==> config.mk <==
export PLATFORM = sky130hd
export DESIGN_NAME = kamacore_stage_wb
export DESIGN_NICKNAME = d
export VERILOG_FILES = /design/src/rtl/kamacore_stage_wb.sv
export SDC_FILE = /design/constraint.sdc
export NUM_CORES = 1
export LEC_CHECK = 0
export ABC_AREA = 1
export CORE_MARGIN = 5
export CORE_UTILIZATION = 30
export DETAILED_ROUTE_END_ITERATION = 8
export GPL_TIMING_DRIVEN = 0
export PLACE_DENSITY = 0.59
export SYNTH_ARGS = -nofsm -noshare
export SYNTH_HDL_FRONTEND = slang
export SYNTH_SLANG_ARGS = --single-unit
==> constraint.sdc <==
create_clock -name clk -period 2.45 [get_ports clk]
set_input_delay 0.3675 -clock clk [delete_from_list [all_inputs] [get_ports clk]]
set_output_delay 0.3675 -clock clk [all_outputs]
set_load 0.1 [all_outputs]
==> src/rtl/kamacore_stage_wb.sv <==
// Writeback stage: in-order result FIFO between memory stage and register-file write port.
// Load data is aligned/extended at push time; head entry drives the write port combinationally.
module kamacore_stage_wb #(
    parameter int CPU_WIDTH      = 32,
    parameter int REG_ADDR_WIDTH = 5,
    parameter int DEPTH          = 2
) (
    input  logic                      clk,
    input  logic                      rst,
    input  logic                      mem_valid,
    output logic                      mem_ready,
    input  logic                      mem_rd_we,
    input  logic [REG_ADDR_WIDTH-1:0] mem_rd_a,
    input  logic                      mem_is_load,
    input  logic [2:0]                mem_funct3,
    input  logic [CPU_WIDTH-1:0]      mem_result,
    input  logic [CPU_WIDTH-1:0]      mem_load_word,
    input  logic                      wb_stall,
    output logic                      writeback_rd_we,
    output logic [REG_ADDR_WIDTH-1:0] writeback_rd_a,
    output logic [CPU_WIDTH-1:0]      writeback_rd_data,
    input  logic [REG_ADDR_WIDTH-1:0] query_a,
    output logic                      query_hit,
    output logic                      load_err,
    output logic [31:0]               retired
);

    localparam int PTR_W = (DEPTH > 1) ? $clog2(DEPTH) : 1;
    localparam int CNT_W = $clog2(DEPTH + 1);
    localparam logic [CNT_W-1:0] FULL_CNT = CNT_W'(DEPTH);

    logic                      r_we   [DEPTH];
    logic [REG_ADDR_WIDTH-1:0] r_a    [DEPTH];
    logic [CPU_WIDTH-1:0]      r_data [DEPTH];
    logic [DEPTH-1:0]          r_vld;
    logic [PTR_W-1:0]          r_wr_ptr;
    logic [PTR_W-1:0]          r_rd_ptr;
    logic [CNT_W-1:0]          r_count;
    logic                      r_load_err;
    logic [31:0]               r_retired;

    logic                      w_empty;
    logic                      w_push;
    logic                      w_pop;
    logic [1:0]                w_off;
    logic [7:0]                w_byte;
    logic [15:0]               w_half;
    logic [CPU_WIDTH-1:0]      w_ext;
    logic                      w_misaligned;
    logic                      w_illegal;
    logic                      w_bad_load;
    logic                      w_store_we;
    logic [CPU_WIDTH-1:0]      w_store_data;

    assign w_empty   = (r_count == '0);
    assign mem_ready = (r_count != FULL_CNT);
    assign w_push    = mem_valid && mem_ready;
    assign w_pop     = !w_empty && !wb_stall;

    // Load alignment: funct3[1:0] selects size, funct3[2] selects zero-extension.
    always_comb begin
        w_off  = mem_result[1:0];
        w_byte = mem_load_word[{w_off, 3'b000} +: 8];
        w_half = mem_load_word[{w_off[1], 4'b0000} +: 16];
        case (mem_funct3[1:0])
            2'b00:   w_ext = mem_funct3[2] ? {{(CPU_WIDTH-8){1'b0}}, w_byte}
                                           : {{(CPU_WIDTH-8){w_byte[7]}}, w_byte};
            2'b01:   w_ext = mem_funct3[2] ? {{(CPU_WIDTH-16){1'b0}}, w_half}
                                           : {{(CPU_WIDTH-16){w_half[15]}}, w_half};
            default: w_ext = mem_load_word;
        endcase
        w_illegal    = (mem_funct3 == 3'b011) || (mem_funct3 == 3'b110) ||
                       (mem_funct3 == 3'b111);
        w_misaligned = ((mem_funct3[1:0] == 2'b01) && w_off[0]) ||
                       ((mem_funct3 == 3'b010) && (w_off != 2'b00));
        w_bad_load   = mem_is_load && (w_illegal || w_misaligned);
        w_store_we   = mem_rd_we && (mem_rd_a != '0) && !w_bad_load;
        w_store_data = mem_is_load ? w_ext : mem_result;
    end

    always_ff @(posedge clk) begin
        if (!rst) begin
            r_vld      <= '0;
            r_wr_ptr   <= '0;
            r_rd_ptr   <= '0;
            r_count    <= '0;
            r_load_err <= 1'b0;
            r_retired  <= '0;
        end else begin
            r_load_err <= w_push && w_bad_load;
            if (w_pop) begin
                r_vld[r_rd_ptr] <= 1'b0;
                r_rd_ptr        <= r_rd_ptr + 1'b1;
                r_retired       <= r_retired + 32'd1;
            end
            if (w_push) begin
                r_vld[r_wr_ptr] <= 1'b1;
                r_wr_ptr        <= r_wr_ptr + 1'b1;
            end
            case ({w_push, w_pop})
                2'b10:   r_count <= r_count + 1'b1;
                2'b01:   r_count <= r_count - 1'b1;
                default: r_count <= r_count;
            endcase
        end
    end

    // Payload needs no reset: r_vld and r_count gate every use of it.
    always_ff @(posedge clk) begin
        if (w_push) begin
            r_we[r_wr_ptr]   <= w_store_we;
            r_a[r_wr_ptr]    <= mem_rd_a;
            r_data[r_wr_ptr] <= w_store_data;
        end
    end

    always_comb begin
        writeback_rd_we   = 1'b0;
        writeback_rd_a    = '0;
        writeback_rd_data = '0;
        if (!w_empty) begin
            writeback_rd_we   = r_we[r_rd_ptr] && !wb_stall;
            writeback_rd_a    = r_a[r_rd_ptr];
            writeback_rd_data = r_data[r_rd_ptr];
        end
    end

    always_comb begin
        query_hit = 1'b0;
        for (int i = 0; i < DEPTH; i++) begin
            if (r_vld[i] && r_we[i] && (r_a[i] == query_a) && (query_a != '0))
                query_hit = 1'b1;
        end
    end

    assign load_err = r_load_err;
    assign retired  = r_retired;

endmodule

==> results.cfg <==
[setup_path]
r2r_cells = 4
crit_required_ns = 2.08
start_kind = register
cp_num_buf_inv = 1
cp_top_family = buffers and inverters
worstSetupStartpoint = retired[27]$_SDFFE_PN0P_
critical_path.cell_chain = clkdlybuf4s50_1
crit_fanout = 6
rr_endpoint = r_data[1][14]$_DFFE_PP_
arrival_ns = 2.03
reg2reg_from = r_count[0]$_SDFFE_PN0P_
slowest_stage = clkdlybuf4s50_1
critPathMaxStageDelay_ns = 1.18
cp-end-kind = output pin
r2r_slack_ns = 0.26
critical_path_class = register to output pin

[clocking]
h-tree-depth = 4
cts_inserted_buffers = 17
clock_tree.root_cell = clkbuf_16
clock_sinks = 116
cts_tree = built
cts_buffer_depth = 2
insertion_delay_ns = 0.42
clkTransAtPathRegs_ns = 0.06

[placement]
gp_congestion = 0.951
place.port_buffers = 152
dp_hpwl_mm = 14.9
preCtsSetupSlack_ns = -0.816

[detailed_routing]
remaining_drc_errors = 0
drt-initial-drc-count = 259
routedWlPerCell_um = 16.0
detail_route.vias_per_cell = 4.71
routed_wl_mm = 19.3
dr.pass1.iters = 5
postRouteAntennaNets = 0
vias = 5691

[timing]
setup_slack_ns = 0.0516
setup_violations = 0
period_needed_ns = 2.40
finalMaxSlewViolations = 0
finalCritPeriodShare_pct = 97.9
hold_viol_final = 0
skew_ns = 0.0107
slew_headroom_pct = 21.0
timing.fmax_mhz = 417
fin_tns_setup_ns = 0
rsz0062_at_grt = true
tightestPinTransition_ns = 1.18

[yosys]
synth-edff-count = 76
synth_top_cell_by_area = edfxtp_1
ys_warn_count = 0
async_reset_ff_share_pct = 0
synth_seq_cells = 116
synth_cell_types = 46
yosys-top-cells-area = edfxtp_1 (37%), dfxtp_1 (13%), nand2_1 (13%)
syn_area_sq_um = 6120
syn_avg_cell_area_sq_um = 8.09
syn_inst = 757
synthFlopType = edfxtp_1
syn_nets = 842
yosysTopAreaCellShare_pct = 37.3
ys_seq_area_share_pct = 50.3

[global_routing]
grtUsageMet1_pct = 20.4
grt_pass1_wl_mm = 30.3
grt_usage_pct = 16.5
grt.met2_usage_pct = 27.2
grt_max_degree = 40
first_global_vias = 5600
antenna_found_initial = 0
grt.met3_usage_pct = 5.88
grt_overflow = 0
top_usage_layer = met2

[power]
p_seq_share_pct = 29.6
pwr-share-comb_pct = 38.9
ir_worst_vdd_uv = 522
power_density_nw_per_um2 = 944
p_sw_mw = 3.55
pwr-share-clk_pct = 31.4
swShare_pct = 44.0
cellLeakagePower_nw = 3.24
intPower_mw = 4.52

[final_layout]
fill_cells = 2057
post_route_cells_drive_above_1_share_pct = 15.8
final_cell_mix = nand2_1 (203), clkdlybuf4s50_1 (107), a21oi_1 (92), nor2_1 (86), edfxtp_1 (76)
final_common_cell = nand2_1
final_nets = 1012
diodes = 0
area_growth_pct = 39.6

[floorplan]
die-area_sq_um = 23400
num_rows = 52
core_area_sq_um = 20200
initial_utilization_pct = 30.4
die_w_um = 153
io_pins = 156
die_y_um = 153

[hold_path]
worstHoldStart = retired[15]$_SDFFE_PN0P_
hold_depth = 2
min_path_type = register to register
hold_path_end = retired[15]$_SDFFE_PN0P_

[run]
maxCapViolCount = 0

[outcome]
status = completed
worst max path at each step:
stage                       endpoint  slack (ns)  cells past startpoint
2_1_floorplan  writeback_rd_data[26]       -0.32                      5
3_3_place_gp       writeback_rd_a[3]       -0.83                      5
3_5_place_dp       writeback_rd_a[4]       -0.82                      5
4_1_cts        writeback_rd_data[21]       0.006                      5
5_1_grt          r_vld[0]$_SDFF_PN0_       -0.01                      6
6_report                 retired[27]        0.05                      1
repair_timing:
item                       CTS  global route
gates resized for setup    214            11
hold buffers                 0             0
setup buffers                0             0
setup endpoints to repair   42            28
power groups by stage:
stage / sequential, mW / combinational [mW] / clock, mW
6_report: 2.39 / 3.14 / 2.54
5_1_grt: 2.41 / 3.32 / 2.68
4_1_cts: 2.39 / 3.18 / 2.59
3_5_place_dp: 2.42 / 3.33 / 0
3_3_place_gp: 2.42 / 3.33 / 0
2_1_floorplan: 2.47 / 2.36 / 0
flip-flops by register name, indices dropped and copies added (netlist names), named ones only:
register / count
r_vld: 2
r_rd_ptr: 1
r_data: 64
load_err: 1
r_count: 2
r_a: 10
retired: 32
r_we: 2
r_wr_ptr: 1
Yosys cell counts (all sizes together) (2+ instances only):
master  number
clkinv       2
o21bai       2
buf         11
nor2       101
nand4       11
a21oi      118
a211oi       6
dfxtp       40
nand3       16
inv         68
o211ai       4
ha           2
xor2         4
clkbuf      19
o22ai       10
nor3        10
edfxtp      76
nor3b        2
o21a         2
nand2      205
o21ai       38
area by class of cell:
class / count / area [sq um] / share of cell area [%]
sequential: 116 / 3080 / 36.1
multi-input combinational: 540 / 2700 / 31.6
timing repair buffer: 152 / 1370 / 16.0
clock buffer: 17 / 425 / 4.98
tap: 270 / 338 / 3.95
inverter: 70 / 267 / 3.12
buffer: 30 / 184 / 2.15
clock inverter: 14 / 181 / 2.12
metrics by stage:
step	cells	power [mW]	area [sq um]	util, %	hold slack (ns)
2_1_floorplan	757	4.83	6220	-	0.451
4_1_cts	1209	8.16	8540	42.3	0.485
6_report	1209	8.07	8550	42.4	0.485
3_3_place_gp	1179	5.75	8080	40.0	0.470
3_5_place_dp	1179	5.76	8080	40.0	0.475
5_1_grt	1209	8.41	8550	42.4	0.523
layer usage:
metal / share of wire (%) / up-vias
met5: 0 / -
met3: 8.4 / 18
li1: - / 2894
met4: 1.5 / 0
met1: 43 / 2567
met2: 47 / 212
kinds of logic (layout without fill, tap and decap cells):
| kind of cell | after synthesis | after routing | synth area share [%] |
|---|---|---|---|
| AOI/OAI and AO/OA | 183 | 183 | 17.0 |
| xor gates and xnor gates | 5 | 5 | 0.715 |
| adders and majority gates | 2 | 2 | 0.409 |
| buffers and inverters | 101 | 283 | 7.11 |
| DFF | 116 | 116 | 50.3 |
| muxes | 1 | 1 | 0.163 |
| and+or+nand+nor | 349 | 349 | 24.2 |
Power figures use the tool's default switching activity.
